--- src/rtl/storage_pkg.sv ---
// Shared constants for the storage-element library (latch banks and cells).
// Width limits and the per-bit reset value used by every cell.
package storage_pkg;

    localparam int   DLATCH_DEFAULT_WIDTH = 32;
    localparam int   DLATCH_MAX_WIDTH     = 1024;
    localparam logic DLATCH_RESET_VAL     = 1'b0;

    function automatic bit dlatch_width_ok(input int width);
        return (width >= 1) && (width <= DLATCH_MAX_WIDTH);
    endfunction

endpackage

--- src/rtl/d_latch_cell.sv ---
// One-bit clocked latch emulation: hold flop with async active-low clear plus enable mux.
// Latency: d->q combinational while en=1, capture on rising clk; no backpressure.
module d_latch_cell
    import storage_pkg::*;
(
    input  logic clk,
    input  logic reset,
    input  logic en,
    input  logic d,
    output logic q
);

    logic r_held;

    always_ff @(posedge clk or negedge reset) begin
        if (!reset) begin
            r_held <= DLATCH_RESET_VAL;
        end else if (en) begin
            r_held <= d;
        end
    end

    // Reset gates the transparent path too, so q is cleared even with en=1.
    assign q = !reset ? DLATCH_RESET_VAL : (en ? d : r_held);

endmodule

--- src/rtl/d_latch.sv ---
// WIDTH-bit latch bank with complementary outputs; q_par exists only with DLATCH_PARITY_EN.
// Latency: d->q/qbar combinational while en=1, held from each rising edge with en=1; no backpressure.
module d_latch
    import storage_pkg::*;
#(
    parameter int WIDTH = DLATCH_DEFAULT_WIDTH
) (
    input  logic             clk,
    input  logic             reset,
    input  logic             en,
    input  logic [WIDTH-1:0] d,
    output logic [WIDTH-1:0] q,
    output logic [WIDTH-1:0] qbar
`ifdef DLATCH_PARITY_EN
    ,
    output logic             q_par
`endif
);

    if (!dlatch_width_ok(WIDTH)) begin : g_bad_width
        $fatal(1, "d_latch: WIDTH=%0d outside 1..%0d", WIDTH, DLATCH_MAX_WIDTH);
    end

    logic [WIDTH-1:0] w_q;

    for (genvar i = 0; i < WIDTH; i++) begin : g_cell
        d_latch_cell u_cell (
            .clk   (clk),
            .reset (reset),
            .en    (en),
            .d     (d[i]),
            .q     (w_q[i])
        );
    end

    assign q    = w_q;
    assign qbar = ~w_q;

`ifdef DLATCH_PARITY_EN
    // w_q is already zero in reset, so parity reads 0 there without extra gating.
    assign q_par = ^w_q;
`endif

endmodule

--- config.mk ---
export PLATFORM = sky130hd
export DESIGN_NAME = d_latch
export DESIGN_NICKNAME = d
export VERILOG_FILES = /design/src/rtl/storage_pkg.sv /design/src/rtl/d_latch_cell.sv /design/src/rtl/d_latch.sv
export SDC_FILE = /design/constraint.sdc
export NUM_CORES = 1
export LEC_CHECK = 0
export CORE_ASPECT_RATIO = 0.75
export CORE_MARGIN = 2
export CORE_UTILIZATION = 40
export CTS_CLUSTER_SIZE = 40
export DETAILED_ROUTE_END_ITERATION = 16
export MAX_ROUTING_LAYER = met4
export PLACE_DENSITY = 0.77
export SYNTH_ARGS = -nofsm -noshare
export SYNTH_HDL_FRONTEND = slang
export SYNTH_SLANG_ARGS = --single-unit
--- constraint.sdc ---
create_clock -name clk -period 1.7 [get_ports clk]
set_input_delay 0.34 -clock clk [delete_from_list [all_inputs] [get_ports clk]]
set_output_delay 0.34 -clock clk [all_outputs]
set_load 0.02 [all_outputs]
# After elaboration in Yosys (flattened, before gate mapping)
# Index checks and enable logic that the tools add are counted.
[op_classes] bitwise=1 mux=64
[op_table] op="1-bit 2-to-1 mux" count=64
[op_table] op="32-bit inverter" count=1
[word_totals] ff_bits=32

# Depth between registers and ports, before layout
# Gate-level depths: netlist (run 1).
[logic_depth] word_depth=3 ltp_mapped=5 depth_no_buf=2

# Modules after synthesis
# From an unflattened synthesis (run 1), not the netlist that was laid out.
[unflattened] cells_unflattened=128 hier_area_um2=1681.6
[by_module_without_submodules] mod="d_latch_cell" n_inst=32 cells_each=3 area_per_inst_um2=48.8
[by_module_without_submodules] mod="d_latch" n_inst=1 cells_each=32 area_per_inst_um2=120.1

# Least setup slack after synthesis (run 1)
# Ideal clock, no wire load.
[synth_path] kind="input -> output" from="in en" to="out q[0]" cell_stages=5 t_arrival_ns=1.194 slack_ns=0.166 path_buffers=3 path_cell_list="buf_6 -> buf_12 -> mux2_4 -> and2_1 -> buf_4"
[synth_between] elab_chain_len=2
[synth_lines] element="start, declared" line="d_latch.sv:10" source="input logic en,"
[synth_lines] element="1-bit 2-to-1 mux"
[synth_lines] element="1-bit 2-to-1 mux" line="d_latch_cell.sv:24" source="assign q = !reset ? DLATCH_RESET_VAL : (en ? d : r_held);"
[synth_lines] element="end, declared" line="d_latch.sv:12" source="output logic [WIDTH-1:0] q,"
# No other way between the ends.

# Worst setup path after layout (run 1)
[layout_path] from="in d[3]" to="out q[3]"
[layout_between] elab_chain_len=2
[layout_lines] element="start, declared" line="d_latch.sv:11" source="input logic [WIDTH-1:0] d,"
[layout_lines] element="1-bit 2-to-1 mux"
[layout_lines] element="1-bit 2-to-1 mux" line="d_latch_cell.sv:24"
# No other way between the ends.

==> impl_metrics.ini, run 1 <==
[clocking]
cts_hold_buf = 0
insertion_delay_ps = 280
cts_tree = done
cts_buffers = 5
root_buffer = clkbuf_8
cts.path.max_buffers = 2
path_clk_slew_ps = 60
htreeDepth = 2
clkSinkCount = 32

[power]
intPower_mw = 1.537
pwr-share-seq = 0.394
leakagePower_nw = 1.381
combPwrFrac = 0.332
clkPwrFrac = 0.274
power.density_mw_per_mm2 = 808.7
power_switching_mw = 0.6417
ir_worst_vdd_v = 0.0004400
p_sw_frac = 0.2946

[timing]
finalSetupTns_ps = 0
rsz0062_at_grt = no
timing.fmax_mhz = 594.5
drv_slew = 0
fin_worst_skew_ps = 0
worstMarginPinSlew_ps = 158.5
slew_headroom = 0.8943
hold_viol = 0
fin_crit_sh = 0.9895
finalCriticalPeriod_ps = 1682
setup_violations = 0

[job]
cap_violations = 0

[logic_synthesis]
synth_compound_area_frac = 0
ys_seq_area_frac = 0.4124
yosys.area.top_type = dfrtp_1
synth_nets = 206
netlist.area_leader.share = 0.4124
synth_xor_area_frac = 0
syn_avg_cell_area_um2 = 11.36
ys_ff_latch = 32
synth_common_cells = buf_4, dfrtp_1, nand2_1
synth.area.mux_share = 0.2436
synth-main-ff-cell = dfrtp_1
synth-edff-count = 0
synthSimpleGateAreaFrac = 0.1701
async_reset_ff_frac = 1.000
syn-cell-area_mm2 = 0.001942
netlist_instances = 171
synth_top_family_by_area = multiplexers
synth.distinct_cells = 10
synthTopCellsByArea = dfrtp_1, mux2_4, buf_4, and2_1, nand2_1
yosys_warnings = 0
synth_adder_area_share = 0

[route]
routedWlPerCell_um = 14.07
dr.pass1.iters = 4
drt-initial-drc-count = 69
antenna_left = 0
via_count = 1361
drt_drc_violations_left = 0
wl_um = 4333
viasPerCell = 4.419

[critical_path]
critPathCaptureType = output pin
cp.required_ps = 1360
reg2reg_from = g_cell[24].u_cell.r_held
start_kind = primary input
crit_path_max_fanout = 3
worstSetupStartpoint = d[3]
regToRegEndpoint = g_cell[24].u_cell.r_held
path_class = in -> out
rr_worst_depth = 2
cp.arrival_ps = 1340
r2r_setup_slack_ps = 820

[floorplan]
core_area_mm2 = 0.004572
die_x_um = 84.46
rows = 21
die_area_mm2 = 0.005434
num_io_pins = 99
die_height_um = 64.34
initial_utilization = 0.4247

[placement]
portBuffers = 98
dp.cells = 297
hpwlAfterDp_um = 3214
place.gp.congestion = 0.7056
dpl_cell_area_mm2 = 0.002801

[final_layout]
syn_to_final_growth_pct = 38.72
drive_gt1_frac = 0.5020
fin_cells = 308
num-fill-cells = 442
largest_reg_flops = 32
top_register = g_cell.u_cell.r_held
diodes = 0
final_area_mm2 = 0.002694
largestRegisters = g_cell.u_cell.r_held: 32 flops
final_util = 0.5892
nets = 285

[grt]
grt_pass1_wl_um = 7086
overflow = 0
grt.total_usage = 0.1745
grt_max_degree = 38
first_global_vias = 1428
grt_antenna_before_repair = 0

[status]
status = complete, no violations

[min_path]
hp-class = in -> async
## power groups by stage
stage | combinational, mW | sequential, mW | clock (mW)
final | 0.723 | 0.859 | 0.596
after global routing | 0.779 | 0.867 | 0.660
after CTS | 0.740 | 0.860 | 0.618
after detailed placement | 0.807 | 0.873 | 0
after global placement | 0.793 | 0.869 | 0
after floorplan | 0.507 | 0.865 | 0
## worst max-delay path: stages
cell,delay (ps)
clkdlybuf4s50_1,420
mux2_4,280
and2_4,150
buf_2,150
## cells in the final DEF (no fill, tap or decap), drive strengths merged
cell,instances
buf,79
mux2,32
nand2,32
dfrtp,32
and2,32
clkdlybuf4s50,29
clkbuf,8
clkdlybuf4s15,4
dlymetal6s2s,3
## through the flow
| step | worst slack, ps | hold slack (ps) | total power [mW] |
|---|---|---|---|
| 6_report | 17.91 | 55.41 | 2.178 |
| 3_5_place_dp | -384.6 | 353.5 | 1.680 |
| 4_1_cts | 0.2117 | 45.66 | 2.218 |
| 5_1_grt | 1.117 | 65.32 | 2.305 |
| 3_3_place_gp | -361.0 | 361.9 | 1.662 |
| 2_1_floorplan | 165.7 | 44.41 | 1.372 |
## area by class of cell
class / instances / area [um^2] / share of cell area
tap: 57 / 71.32 / 0.02647
timing repair buffer: 115 / 918.4 / 0.3409
clock buffer: 8 / 90.09 / 0.03344
sequential: 32 / 800.8 / 0.2973
multi-input combinational: 96 / 813.3 / 0.3019
## worst max path at each step
stage | endpoint | slack, ps | cells after the start
2_1_floorplan | q[0] | 170 | 5
3_3_place_gp | q[29] | -360 | 4
3_5_place_dp | q[5] | -380 | 5
4_1_cts | qbar[28] | 0.2 | 4
5_1_grt | q[22] | 1 | 4
6_report | q[3] | 20 | 4
## what timing repair did
item                       4_1_cts  5_1_grt
setup endpoints to repair       64       33
resized for setup              229       43
setup buffers                    0        2
cloned                           1        0
pin swaps                        0        0
## layer usage
layer	global-route usage	share of wire	vias up
met5	-	0	-
met4	0.05952	0.012	0
met3	0.05297	0.093	5
met2	0.2619	0.43	70
met1	0.2265	0.46	624
li1	-	-	662
## cells by family (layout without fill, tap and decap cells)
| logic type | count (synthesis) | after routing |
|---|---|---|
| buffers and inverters | 43 | 123 |
| DFF | 32 | 32 |
| muxes | 32 | 32 |
| and+or+nand+nor | 64 | 64 |
Note: power is estimated with default switching activity, not from simulation.
==> inputs of run 2 (changes only) <==
Settings changed: ABC_CLOCK_PERIOD_IN_PS set to 1700.
==> results of run 2 <==
Same layout as run 1: the final DEF is identical, and so are final timing and power.
==> edit 1: new RTL, settings of run 2 <==
Add a define of `DLATCH_PARITY_EN`.
--- a/src/rtl/d_latch.sv
+++ b/src/rtl/d_latch.sv
@@ -1,5 +1,7 @@
 // WIDTH-bit latch bank with complementary outputs; q_par exists only with DLATCH_PARITY_EN.
 // Latency: d->q/qbar combinational while en=1, held from each rising edge with en=1; no backpressure.
+`define DLATCH_PARITY_EN
+
 module d_latch
     import storage_pkg::*;
 #(
Function (old outputs only; new: q_par): kept (Yosys induction, for registers that start in step).
==> edit 1 against run 2 <==
The run now ends with setup timing left; sequential share of layout area shrank 4.7 points; setup slack lost 450 ps; area after synthesis up 16%; clock power fell by 0.8%; wire length grew 15%; count of clock-buffer cells in the layout down 2; final area grew 19%; hold slack got worse by 19 ps; clock skew is the same; sequential cell count did not move; first-iteration DRC count decreased by 65%; total power grew 34%; critical path type is now reg2out; largest power group is now combinational cells.
==> edit 1: results (changes against run 2) <==
Setup ws final: -432 ps (-450 ps)
CTS buffer count: 5 (unchanged)
Pleak: 1.62 nW (+17%)
First-pass GRT wire length: 8.40 mm (+19%)
Hpwl dp: 3.87 mm (+20%)
Register area share after synthesis: 35.5% (-5.7 points)
Outcome: complete, but fails checks
GPL Wtd Cong: 0.749 (+6.2%)
Cell family with most CP delay: XOR/XNOR gates
Hold Slack: 36.6 ps (-18.8 ps)
Reg-to-reg critical path endpoint: g_cell[5].u_cell.r_held$_DFF_PN0_
DP Cell Count: 385 (+30%)
GR Util All Layers: 16.9% (-0.51 points)
Layout cells sized above 1: 48.8% (-1.4 points)
Largest net degree at the start of global routing: 35 (-7.9%)
IO buf count: 99 (+1.0%)
Asr flop ratio synth: 100% (unchanged)
Max stage delay cell, worst path: dfrtp_1
Met1 Resource Use GR: 23.0% (+0.36 points)
Synth cell count leaders: 54 x xnor2_1, 32 x buf_4, 32 x dfrtp_1, 32 x inv_1, 32 x mux2_2
Crit path DAT: 1790 ps (+450 ps)
Internal Power: 1.89 mW (+23%)
Most used flip-flop cell after synthesis: dfrtp_1
Initial antenna violation count: 0 (unchanged)
R2r setup slk: 790 ps (-30 ps)
Synth warnings: 0 (unchanged)
Setup violations, final: 1 (+1)
Critical R2R Launch: g_cell[5].u_cell.r_held$_DFF_PN0_
VDD IR-drop max: 433 uV (-1.6%)
Met2 usage: 26.2% (about the same)
Vias: 1689 (+24%)
Biggest regs: g_cell.u_cell.r_held (32)
Clk pin slew, worst setup/hold paths: 70 ps
Max FO, Critical Path: 2 (-1)
Area contributors post-synth: dfrtp_1 35%, xnor2_1 21%, mux2_2 16%
Max-slew violations: 0 (unchanged)
Filler cell count: 536 (+21%)
Nets: 354 (+24%)
Failing checks: setup timing
Synth Net Count: 267 (+30%)
Clk_skew: 0 ps (unchanged)
Final WL: 4.99 mm (+15%)
First-pass iteration count of the detailed router: 4 (unchanged)
Synth cell types: 12 (+2)
# diodes: 0 (unchanged)
Htree depth: 2 (unchanged)
CP peak stage delay: 380 ps (-40 ps)
Worst slack at placement: -1040 ps (-652 ps)
Worst Tran Pin Value: 220 ps (+61.0 ps)
Initial DRC Count: 24 (-65%)
Synth Instances: 232 (+36%)
Vias in the first global route: 1781 (+25%)
Global route total overflow: 0 (unchanged)
Min-delay worst type: in2async
GR Layer Usage met3: 4.04% (-1.3 points)
WL per Instance: 12.6 um (-10%)
## edit 1: cell types whose count changed in the layout (fill, tap and decap cells not counted), moves of 7 or more
cell and change:
clkdlybuf4s50_1 -29, xnor2_2 +7, mux2_4 -30, buf_2 -14
inv_1 +30, nand2_2 +17, and2_1 -18, xnor2_1 +47
nand2_1 -26, clkbuf_2 +17, dlygate4sd2_1 +32, xor2_1 +7
mux2_2 +30
## edit 1: final cells by class
| cell class | count | area share (%) |
|---|---|---|
| Timing Repair Buffer | 119 | 28.5 |
| Clock inverter | 2 | 0.312 |
| Inverter | 32 | 3.75 |
| Sequential cell | 32 | 25.0 |
| Tap cell | 75 | 2.93 |
| Multi-Input combinational cell | 129 | 36.9 |
| Clock buffer | 6 | 2.58 |
## edit 1: power by group through the flow
stage          logic (mW)  registers [mW]  clock network (mW)
4_1_cts              1.47           0.892               0.614
3_5_place_dp         1.53           0.905                   0
3_3_place_gp         1.50           0.899                   0
6_report             1.44           0.892               0.591
5_1_grt              1.56           0.903               0.653
2_1_floorplan        1.06           0.892                   0
## edit 1: logic make-up (layout without fill, tap and decap cells)
group	count (synthesis)	count (layout)	share of synthesized area, %
muxes	32	32	16.0
xor gates and xnor gates	62	62	24.1
and+or+nand+nor	34	34	6.88
DFF	32	32	35.5
buffers and inverters	71	159	17.3
AOI/OAI and AO/OA	1	1	0.277
## edit 1: worst max path at each step
stage | endpoint | startpoint | slack (ps) | cells past startpoint
global route | q_par | g_cell[22].u_cell.r_held$_DFF_PN0_ | -550 | 7
floorplan | q[25] | en | -50 | 6
finish | q_par | g_cell[10].u_cell.r_held$_DFF_PN0_ | -430 | 7
global placement | q_par | d[2] | -1020 | 8
CTS | q_par | g_cell[27].u_cell.r_held$_DFF_PN0_ | -460 | 7
detailed placement | q_par | d[10] | -1040 | 8
## edit 1: metrics by stage
stage          cell area (um^2)  TNS [ps]
6_report                   3210      -432
5_1_grt                    3210      -621
4_1_cts                    3280      -477
3_5_place_dp               3290    -27650
3_3_place_gp               3290    -26940
2_1_floorplan              2310      -246
## edit 1: routing by layer
layer | vias up | part of all wire, % | wire, um
met3 | 5 | 5.9 | 295
met4 | 0 | 0.54 | 27
met2 | 55 | 46 | 2300
met1 | 785 | 47 | 2360
li1 | 844 | - | -
met5 | - | 0 | 0
## edit 1: timing repair
action,CTS,global route
gates resized for setup,269,40
endpoints found under the setup margin,65,33
pin swaps,32,5
hold buffers,0,0
hold endpoints to repair,0,0
setup buffers,0,1
cloned,2,0
## edit 1: worst reg2reg max path: cells and delay by family, from the launching register on
family   cells  cell delay (ps)
flops        1              390
mux          1              270
buf+inv      1              140
==> edit 2: new RTL, config.mk and constraints of run 2 <==
Made on the original files. Register the input `d` before use. The logic sees it one clock later. The other inputs are not delayed to match. Comments in the files are not updated.
--- a/src/rtl/d_latch.sv
+++ b/src/rtl/d_latch.sv
@@ -17,6 +17,12 @@
 `endif
 );
 
+    logic [WIDTH-1:0] d_q;
+
+    always_ff @(posedge clk) begin
+        d_q <= d;
+    end
+
     if (!dlatch_width_ok(WIDTH)) begin : g_bad_width
         $fatal(1, "d_latch: WIDTH=%0d outside 1..%0d", WIDTH, DLATCH_MAX_WIDTH);
     end
@@ -28,7 +34,7 @@
             .clk   (clk),
             .reset (reset),
             .en    (en),
-            .d     (d[i]),
+            .d     (d_q[i]),
             .q     (w_q[i])
         );
     end
Behaviour: not the same (Yosys sat finds a counterexample within 4 cycles, from zero or initial values and one cycle with reset low).
==> edit 2 against run 2 <==
Total power increased by 60%; largest power group unchanged; clock skew rose by 4.0 ps; highest routed layer unchanged; critical endpoint is now qbar[27]; sequential cell count up 32; combinational power decreased by 1%; critical path type is now reg2out; first-iteration DRC count decreased by 70%; area after synthesis up 33%; wire length grew 13%; clock power increased by 86%; register-to-register slack is essentially flat; final area grew 28%; setup slack better by 33 ps.
==> edit 2: results (changes against run 2) <==
Crit path DAT: 1310 ps (-30 ps)
Met2 usage: 21.8% (-4.4 points)
Initial DRC Count: 21 (-70%)
GR Layer Usage met3: 7.04% (+1.7 points)
CTS buffer count: 9 (+4)
Layout cells sized above 1: 45.0% (-5.2 points)
Max stage delay cell, worst path: dfrtp_1
Vias in the first global route: 1540 (+7.8%)
First-pass GRT wire length: 7.67 mm (+8.2%)
Hpwl dp: 3.37 mm (+4.8%)
CP peak stage delay: 360 ps (-60 ps)
Via density: 4.16 (-5.8%)
Pleak: 1.67 nW (+21%)
GPL Wtd Cong: 0.708 (+0.33%)
Initial antenna violation count: 0 (unchanged)
Biggest regs: d_q (32), g_cell.u_cell.r_held (32)
First-pass iteration count of the detailed router: 3 (-1)
Synth Net Count: 238 (+16%)
Reg-to-reg critical path endpoint: g_cell[4].u_cell.r_held$_DFF_PN0_
Clk_skew: 3.97 ps (+3.97 ps)
Largest net degree at the start of global routing: 40 (+5.3%)
Cell Area, Placed: 0.00345 mm^2 (+23%)
VDD IR-drop max: 555 uV (+26%)
Synth cell count leaders: 32 x buf_4, 32 x dfrtp_1, 32 x dfxtp_1, 32 x nand2_1, 30 x mux2_4
Htree depth: 3 (+1)
Cell family with most CP delay: flip-flops
CTS Hold Bufs: 2 (+2)
Clk Latency, worst-skew pair: 320 ps (+40 ps)
Final WL: 4.91 mm (+13%)
# resized after CTS: 210 (-8.3%)
GR Util All Layers: 14.9% (-2.6 points)
Rel. slew slack: 72.5% (-17 points)
Synth cell types: 11 (+1)
Area contributors post-synth: dfrtp_1 31%, dfxtp_1 25%, mux2_4 17%
Filler cell count: 572 (+29%)
Asr flop ratio synth: 50.0% (-50 points)
Outcome: completed
Met1 Resource Use GR: 18.6% (-4.0 points)
Critical R2R Launch: g_cell[4].u_cell.r_held$_DFF_PN0_
Most used flip-flop cell after synthesis: dfxtp_1
## edit 2: per-stage QoR
stage	hold WS, ps	instances	worst slack, ps	utilization, %	power (mW)
floorplan	44.4	203	166	-	2.19
global placement	341	350	-350	54.9	2.46
detailed placement	347	350	-371	54.9	2.48
CTS	150	369	2.17	56.6	3.56
global route	155	370	1.63	54.8	3.66
finish	163	370	51.1	54.8	3.48
## edit 2: final cells by class
class                   count  share of cell area (%)
well taps                  81                    2.94
multi-input cells          96                    23.4
clock buffers              12                    4.51
flip-flops and latches     64                    41.9
clock inverters             3                   0.509
repair buffers            114                    26.8
## edit 2: per-layer routing
metal	up-vias	routed length (um)
li1	769	-
met3	4	340
met5	-	0
met2	63	2120
met1	704	2410
met4	0	44
## edit 2: worst max-delay path by stage
stage	startpoint	to	slack, ps	depth (start not counted)
2_1_floorplan	en	q[0]	170	5
3_3_place_gp	en	qbar[26]	-350	5
3_5_place_dp	en	q[2]	-370	5
4_1_cts	g_cell[5].u_cell.r_held$_DFF_PN0_	qbar[5]	2	3
5_1_grt	g_cell[30].u_cell.r_held$_DFF_PN0_	q[30]	2	3
6_report	g_cell[27].u_cell.r_held$_DFF_PN0_	qbar[27]	50	3
## edit 2: where the power goes
| group | total, mW | internal, mW | switching, mW |
|---|---|---|---|
| Sequential | 1.66 | 1.63 | 0.0313 |
| Combinational | 0.713 | 0.361 | 0.352 |
| Clock | 1.11 | 0.595 | 0.510 |
| Total | 3.48 | 2.58 | 0.893 |
## edit 2: cell families (layout without fill, tap and decap cells)
kind of cell,count (synthesis),in the layout,share of synthesized area (%)
buffers and inverters,43,129,13.1
DFF,64,64,55.8
muxes,32,32,18.3
and+or+nand+nor,64,64,12.8
## edit 2: worst register-to-register path: stages (launching register included)
cell and delay [ps]:
dfrtp_1 370, mux2_4 280, buf_4 130
